--- src/rtl/uart_cmd_parser.sv ---
// UART command frame parser: HDR0 HDR1 payload [xor] TAIL, with inter-byte timeout.
// Publishes the payload of the last good frame, one-cycle status pulses and saturating counters.
module uart_cmd_parser #(
  parameter int         DATA_BYTES  = 5,
  parameter logic [7:0] HDR0        = 8'h55,
  parameter logic [7:0] HDR1        = 8'hA5,
  parameter logic [7:0] TAIL        = 8'hF0,
  parameter bit         CHK_EN      = 1'b1,
  parameter int         TIMEOUT_CYC = 50000,
  parameter int         CNT_W       = 16
) (
  input  logic                    clk,
  input  logic                    reset,
  input  logic                    rx_done,
  input  logic [7:0]              rx_data,
  output logic [DATA_BYTES*8-1:0] payload,
  output logic                    frame_valid,
  output logic                    frame_err,
  output logic [1:0]              err_code,
  output logic                    busy,
  output logic [CNT_W-1:0]        ok_cnt,
  output logic [CNT_W-1:0]        err_cnt
);

  localparam int IDX_W = (DATA_BYTES > 1) ? $clog2(DATA_BYTES) : 1;
  localparam int TO_W  = (TIMEOUT_CYC > 0) ? $clog2(TIMEOUT_CYC + 1) : 1;
  localparam logic [IDX_W-1:0] LAST_IDX = IDX_W'(DATA_BYTES - 1);
  localparam logic [TO_W-1:0]  TO_LAST  = TO_W'((TIMEOUT_CYC > 0) ? TIMEOUT_CYC - 1 : 0);

  typedef enum logic [2:0] {
    S_IDLE,
    S_H1,
    S_PAY,
    S_CHK,
    S_TAIL
  } state_t;

  state_t                  state;
  state_t                  state_nxt;
  logic [DATA_BYTES*8-1:0] shadow;
  logic [IDX_W-1:0]        idx;
  logic [7:0]              chk;
  logic                    chk_bad;
  logic [TO_W-1:0]         to_cnt;
  logic                    timeout;
  logic                    good;
  logic                    bad;
  logic [1:0]              bad_code;

  assign busy = (state != S_IDLE);

  // A byte arriving in the same cycle as the timeout wins.
  always_comb begin
    timeout = 1'b0;
    if ((TIMEOUT_CYC > 0) && (state != S_IDLE) && !rx_done && (to_cnt == TO_LAST))
      timeout = 1'b1;
  end

  always_comb begin
    state_nxt = state;
    good      = 1'b0;
    bad       = 1'b0;
    bad_code  = 2'd0;
    if (rx_done) begin
      case (state)
        S_IDLE: if (rx_data == HDR0) state_nxt = S_H1;
        S_H1: begin
          if (rx_data == HDR1)      state_nxt = S_PAY;
          else if (rx_data != HDR0) state_nxt = S_IDLE;
        end
        S_PAY:  if (idx == LAST_IDX) state_nxt = CHK_EN ? S_CHK : S_TAIL;
        S_CHK:  state_nxt = S_TAIL;
        S_TAIL: begin
          state_nxt = S_IDLE;
          if ((rx_data == TAIL) && !chk_bad) begin
            good = 1'b1;
          end else begin
            bad      = 1'b1;
            bad_code = chk_bad ? 2'd1 : 2'd2;
          end
        end
        default: state_nxt = S_IDLE;
      endcase
    end else if (timeout) begin
      state_nxt = S_IDLE;
      if (state != S_H1) begin
        bad      = 1'b1;
        bad_code = 2'd3;
      end
    end
  end

  always_ff @(posedge clk or posedge reset) begin
    if (reset) begin
      state <= S_IDLE;
    end else begin
      state <= state_nxt;
    end
  end

  // Frame assembly happens in the shadow buffer; payload only moves on a good tail.
  always_ff @(posedge clk or posedge reset) begin
    if (reset) begin
      shadow  <= '0;
      idx     <= '0;
      chk     <= '0;
      chk_bad <= 1'b0;
    end else if (rx_done) begin
      if (state == S_H1 && rx_data == HDR1) begin
        idx     <= '0;
        chk     <= '0;
        chk_bad <= 1'b0;
      end else if (state == S_PAY) begin
        for (int i = 0; i < DATA_BYTES; i++) begin
          if (idx == IDX_W'(DATA_BYTES - 1 - i)) shadow[i*8 +: 8] <= rx_data;
        end
        idx <= idx + 1'b1;
        chk <= chk ^ rx_data;
      end else if (state == S_CHK) begin
        chk_bad <= (rx_data != chk);
      end
    end
  end

  always_ff @(posedge clk or posedge reset) begin
    if (reset) begin
      to_cnt <= '0;
    end else if (rx_done || (state == S_IDLE) || timeout || (TIMEOUT_CYC == 0)) begin
      to_cnt <= '0;
    end else begin
      to_cnt <= to_cnt + 1'b1;
    end
  end

  always_ff @(posedge clk or posedge reset) begin
    if (reset) begin
      payload     <= '0;
      frame_valid <= 1'b0;
      frame_err   <= 1'b0;
      err_code    <= 2'd0;
      ok_cnt      <= '0;
      err_cnt     <= '0;
    end else begin
      frame_valid <= good;
      frame_err   <= bad;
      if (good) begin
        payload <= shadow;
        if (ok_cnt != {CNT_W{1'b1}}) ok_cnt <= ok_cnt + 1'b1;
      end
      if (bad) begin
        err_code <= bad_code;
        if (err_cnt != {CNT_W{1'b1}}) err_cnt <= err_cnt + 1'b1;
      end
    end
  end

endmodule

--- config.mk ---
export PLATFORM = sky130hd
export DESIGN_NAME = uart_cmd_parser
export DESIGN_NICKNAME = d
export VERILOG_FILES = /design/src/rtl/uart_cmd_parser.sv
export SDC_FILE = /design/constraint.sdc
export NUM_CORES = 1
export LEC_CHECK = 0
export BUFFER_PORTS_ARGS = -buffer_cell sky130_fd_sc_hd__buf_2
export CORE_MARGIN = 3
export CORE_UTILIZATION = 54
export CTS_BUF_LIST = sky130_fd_sc_hd__clkbuf_4
export CTS_CLUSTER_SIZE = 24
export DETAILED_ROUTE_END_ITERATION = 16
export GPL_ROUTABILITY_DRIVEN = 0
export PLACE_DENSITY = 0.77
export SYNTH_ARGS = -nofsm -noshare
export SYNTH_HDL_FRONTEND = slang
export SYNTH_SLANG_ARGS = --single-unit
--- constraint.sdc ---
create_clock -name clk -period 3.6 [get_ports clk]
set_input_delay 0 -clock clk [delete_from_list [all_inputs] [get_ports clk]]
set_output_delay 0 -clock clk [all_outputs]
set_load 0.01 [all_outputs]
==> Word-level counts from Yosys, hierarchy flattened <==
Cells that the tools add are included.
{ "word_totals": {"reg_bits": 147, "output_inout_bits": 77} }
{ "classes": {"addsub": 4, "n_eq_ne": 21, "n_mux": 30, "bitwise": 2, "reduce_logical": 24} }
{ "ops": {"columns": ["operator", "n"], "rows": [
  ["$add 16x1->16 const B", 3],
  ["$ne 16x16->1 const B", 2],
  ["$mux 3", 8],
  ["$reduce_and 4->1", 6],
  ["$eq 16x16->1 const B", 1],
  ["$eq 8x8->1 const B", 2],
  ["$mux 16", 1],
  ["$mux 8", 2],
  ["$eq 3x2->1 const B", 4],
  ["$mux 1", 12],
  ["$mux 2", 6],
  ["$pmux 3 s4", 1],
  ["$eq 8x7->1 const B", 1],
  ["$ne 8x7->1 const B", 1],
  ["$ne 8x8->1", 1],
  ["$xor 8x8->8", 1],
  ["$eq 3x1->1 const B", 2],
  ["$eq 3x3->1 const B", 2],
  ["$logic_not 3->1", 2],
  ["$ne 3x3->1 const B", 2],
  ["$reduce_and 2->1", 3],
  ["$reduce_bool 2->1", 3],
  ["$logic_and 1x1->1", 4],
  ["$ne 4x4->1 const B", 1],
  ["other kinds (8)", 10]
]} }

==> Longest topological paths before layout <==
{ "logic_depth": {"depth_word": 7, "mapped_depth": 8, "ltp_nobuf": 6} }

==> Least setup slack after synthesis <==
No wires, ideal clock.
{ "synth_timing": {"kind": "reg2reg", "from": "register to_cnt[11]", "to": "register err_cnt[13]", "arrival_time_ns": 2.285, "required_ns": 3.472, "path_slack_ns": 1.187, "path_stages_with_launch": 6, "path_cell_list": "dfrtp_1 > or4b_2 > or4_4 > o211ai_2 > nand4_1 > mux2_1"} }
{ "synth_between": {"elab_chain_cells": 6} }
{ "synth_lines": {"columns": ["item", "line", "text"], "rows": [
  ["start, declared", "44", "logic [TO_W-1:0] to_cnt;"],
  ["start signal, assigned", "131", "to_cnt <= to_cnt + 1'b1;"],
  ["$eq 16x16->1", "55", "if ((TIMEOUT_CYC > 0) && (state != S_IDLE) && !rx_done && (to_cnt == TO_LAST))"],
  ["$logic_and 1x1->1", "55", null],
  ["$mux 1", "55", null],
  ["$mux 1", "84", "end else if (timeout) begin"],
  ["$mux 1", "64", "if (rx_done) begin"],
  ["$reduce_and 2->1 (no source line)", null, null],
  ["end signal, assigned", "152", "if (err_cnt != {CNT_W{1'b1}}) err_cnt <= err_cnt + 1'b1;"],
  ["end, declared", "22", "output logic [CNT_W-1:0] err_cnt"]
]} }
Every way passes these cells.
A chain may end at the register's enable or synchronous reset.

==> Worst setup path in the final report <==
{ "layout_timing": {"from": "register to_cnt[11]", "to": "register err_cnt[1]"} }
The elaborated chain is that of the path after synthesis.

==> qor_table.md <==
| Stage | Metric | This run |
|---|---|---|
| outcome | Result of the run | completed |
| routing | Number of DRC markers after the initial detailed-route iteration | 308 |
| grt | Global-route met1 utilization | 27.0% |
| synth | Syn avg cell area | 12.2 um^2 |
| synth | Post-synth net total | 537 |
| placement | Hpwl dp | 8.55 mm |
| grt | Met2 track demand over resource | 34.2% |
| cts | Buffers inserted during post-CTS setup optimization | 0 |
| cts | Clk buf depth | 2 |
| grt | GRT busiest layer | met2 |
| grt | Aggregate global-route resource usage | 20.8% |
| synth | Fraction of synthesized cell area taken by the top area cell type | 58.2% |
| routing | DRC violation count after routing | 0 |
| floorplan | Die outline area | 13,000 um^2 |
| routing | Count of antenna-violating nets left after detailed routing | 0 |
| finish | Post-layout net count | 635 |
| sta | Tightest Pin Transition | 1.13 ns |
| sta | Share of the clock period used by the worst path after layout | 80.8% |
| finish | Synthesis-to-finish area growth | 15.2% |
| worst setup path | Kind of critical path | flip-flop to flip-flop |
| synth | Synthesis warning total | 0 |
| routing | Final routed wirelength across all metal layers | 12.5 mm |
| sta | Maximum frequency from static timing analysis | 344 MHz |
| sta | Number of hold-slack violations in the final timing report | 0 |
| grt | Maximum number of pins on one net before global-route repair | 148 |
| synth | Flip-flop cell with the highest count after synthesis | sky130_fd_sc_hd__dfrtp_1 |
| sta | Setup repair after global routing missed its margin | no |
| finish | Sequential cell area | 3680 um^2 |
| finish | Combined area of the multi-input logic cells | 2490 um^2 |
| routing | Vias per inst | 5.54 |
| pwr | Power consumption | 2.85 mW |
| worst setup path | Logic depth of the worst register-to-register path | 5 |
| synth | Biggest area consumer among synthesized cells | sky130_fd_sc_hd__dfrtp_1 |
| min path | Worst hold path class | primary input to asynchronous set/reset pin |
| cts | CTS tree | built |
| cts | Clock buffer count from CTS | 17 |
| cts | CTS H-tree depth | 4 |
| floorplan | Starting utilization of the core area | 56.8% |
| routing | Avg WL per Cell | 16.3 um |
| floorplan | Top Ports | 88 |
| synth | Cell area after technology mapping | 6320 um^2 |
| finish | Total inserted antenna cells | 0 |
| synth | Proportion of synthesized chip area in sequential cells | 58.2% |
| routing | Via count | 4,263 |
| grt | Wire length of the first global-routing pass | 21.4 mm |
| synth | Flip-flop and latch count after synthesis | 147 |
| routing | Length of the first detailed-routing pass in iterations | 4 |
| grt | Via count of the first global-routing pass | 4,361 |
| cts | Clock sink count | 147 |
| grt | Met3 demand-to-capacity share in global routing | 4.49% |
| sta | Clock skew | 0.0145 ns |
| synth | Netlist cell types | 48 |
| cts | Clock tree root driver cell | sky130_fd_sc_hd__clkbuf_4 |
| floorplan | Core area | 11,100 um^2 |
| sta | Total of endpoints with negative setup slack in the final report | 0 |
| worst setup path | Crit path required time | 4.03 ns |
| synth | Leading cell types by total area after synthesis | sky130_fd_sc_hd__dfrtp_1 (58%), sky130_fd_sc_hd__mux2_2 (14%), sky130_fd_sc_hd__xnor2_1 (3.3%) |
| pwr | Leak pwr | 3.75 nW |
| cts | Count of hold buffers inserted by post-cts repair | 10 |
| placement | DP Worst Slack | 0.719 ns |
| finish | Cell area after layout | 7280 um^2 |
| finish | Most common library cell in the layout ignoring fill and taps | sky130_fd_sc_hd__dfrtp_1 |
| finish | Commonest cells after routing, fill and taps aside | sky130_fd_sc_hd__dfrtp_1 (147), sky130_fd_sc_hd__buf_2 (87), sky130_fd_sc_hd__mux2_2 (81) |
| grt | GR Overflow Total | 0 |
| placement | Number of input and output port buffers inserted | 87 |
| synth | Number of flops mapped to enable cells by yosys | 0 |
| worst setup path | Setup slack of the most critical reg-to-reg path | 0.69 ns |
| sta | TNS Setup | 0 ns |
| sta | Post-layout min period | 2.91 ns |
| finish | Share of final-layout standard cells stronger than drive strength 1 | 33.1% |
| cts | Number of instances resized during post-cts repair | 0 |
| worst setup path | Worst endpoint data arrival time | 3.34 ns |
| synth | Cell count after synthesis | 518 |
| placement | Instance area at placement | 6890 um^2 |
| pwr | Worst VDD drop | 0.000319 V |
| grt | Initial antenna violation count | 0 |
| finish | Fillcell total | 855 |
| cts | Clock transition at the registers of the reported paths | 0.12 ns |
| sta | Setup ws final | 0.693 ns |
| floorplan | Count of standard-cell rows | 38 |
| worst setup path | Maximum net fanout on the critical path | 16 |
| sta | Rel. slew slack | 23.6% |
| floorplan | Vertical extent of the die | 114 um |
| worst setup path | Worst Setup End Kind | flip-flop |
| worst setup path | Reg2reg end | err_cnt[1]$_DFFE_PP0P_ |
| worst setup path | Kind of start point of the critical path | flip-flop |
| sta | Post-Route Hold Slack | 0.220 ns |
| flow run | Max cap viols | 0 |
| floorplan | Die width | 114 um |
| cts | Latest clock arrival within the worst-skew pair | 0.54 ns |
| pwr | Cell area power density | 391 nW/um^2 |
| worst setup path | Start of the worst register-to-register path | to_cnt[11]$_DFF_PP0_ |
| sta | Number of max-slew violations in the final report | 0 |
| synth | Fraction of registers with async set or reset after synthesis | 100% |
[logic make-up after synthesis]
group,count (synthesis),synth area share (%)
buffers and inverters,39,2.47
AO/OA/AOI/OAI,38,3.76
XOR/XNOR,42,5.82
multiplexers,83,14.8
flip-flops,147,58.2
AND/OR/NAND/NOR,161,13.4
adder cells (fa/ha/maj),8,1.58
[through the flow]
step                utilization [%]  cells
floorplan                         -    518
global placement               61.9    727
detailed placement             61.9    727
CTS                            65.5    769
global route                   65.5    769
finish                         65.5    769
[critical path, cell delays in order (launching register included)]
cell                       delay [ns]
sky130_fd_sc_hd__dfrtp_1         0.42
sky130_fd_sc_hd__or4b_2          0.70
sky130_fd_sc_hd__or4_4           0.54
sky130_fd_sc_hd__o211ai_2        0.59
sky130_fd_sc_hd__nand2_1         0.20
sky130_fd_sc_hd__mux2_1          0.35
[state kept, by name, indices dropped and copies added, names as in the netlist]
signal,flops
idx,3
err_code,2
state,3
err_cnt,16
chk_bad,1
frame_err,1
shadow,40
frame_valid,1
ok_cnt,16
to_cnt,16
chk,8
payload,40
[layer usage]
layer  vias to the layer above  wire length (um)
met1                      2135              5500
met2                        95              6240
met4                         0               239
met3                        21               562
li1                       2012                 -
met5                         -                 0
[power breakdown]
part | internal, mW | leakage (nW) | switching, mW
logic | 0.0348 | 1.56 | 0.0710
clock network | 0.485 | 0.156 | 0.578
registers | 1.67 | 2.04 | 0.0108
total | 2.19 | 3.75 | 0.659
[Yosys cell counts, drive strengths merged (2+ instances only)]
| library cell | instances |
|---|---|
| dfrtp | 147 |
| mux2 | 83 |
| nor2 | 42 |
| nand2 | 30 |
| xnor2 | 24 |
| o21ai | 22 |
| nand4 | 20 |
| inv | 18 |
| nand3 | 18 |
| xor2 | 18 |
| clkbuf | 15 |
| nand2b | 11 |
| ha | 8 |
| nor3 | 8 |
| and3 | 7 |
| buf | 6 |
| nor2b | 4 |
| or4 | 4 |
| nand4b | 3 |
| o211ai | 3 |
| a21oi | 2 |
| and2 | 2 |
| nor4 | 2 |
| o2111ai | 2 |
| or4b | 2 |
| or4bb | 2 |
[worst max-delay path by stage]
stage / start / endpoint / slack [ns] / cells after the start
finish: to_cnt[11]$_DFF_PP0_ / err_cnt[1]$_DFFE_PP0P_ / 0.69 / 5
detailed placement: to_cnt[11]$_DFF_PP0_ / err_cnt[13]$_DFFE_PP0P_ / 0.72 / 5
CTS: to_cnt[11]$_DFF_PP0_ / err_cnt[13]$_DFFE_PP0P_ / 0.69 / 5
floorplan: to_cnt[11]$_DFF_PP0_ / err_cnt[13]$_DFFE_PP0P_ / 1.19 / 5
global placement: to_cnt[11]$_DFF_PP0_ / err_cnt[1]$_DFFE_PP0P_ / 0.79 / 5
global route: to_cnt[11]$_DFF_PP0_ / err_cnt[1]$_DFFE_PP0P_ / 0.56 / 5
[cell type report]
cell class | instances | area share (%)
Timing Repair Buffer | 100 | 7.83
Multi-Input combinational cell | 332 | 34.2
Inverter | 18 | 0.979
Tap cell | 140 | 2.41
Clock inverter | 14 | 2.23
Sequential cell | 147 | 50.5
Clock buffer | 18 | 1.86
No activity file was read; power rests on OpenSTA's default activity.
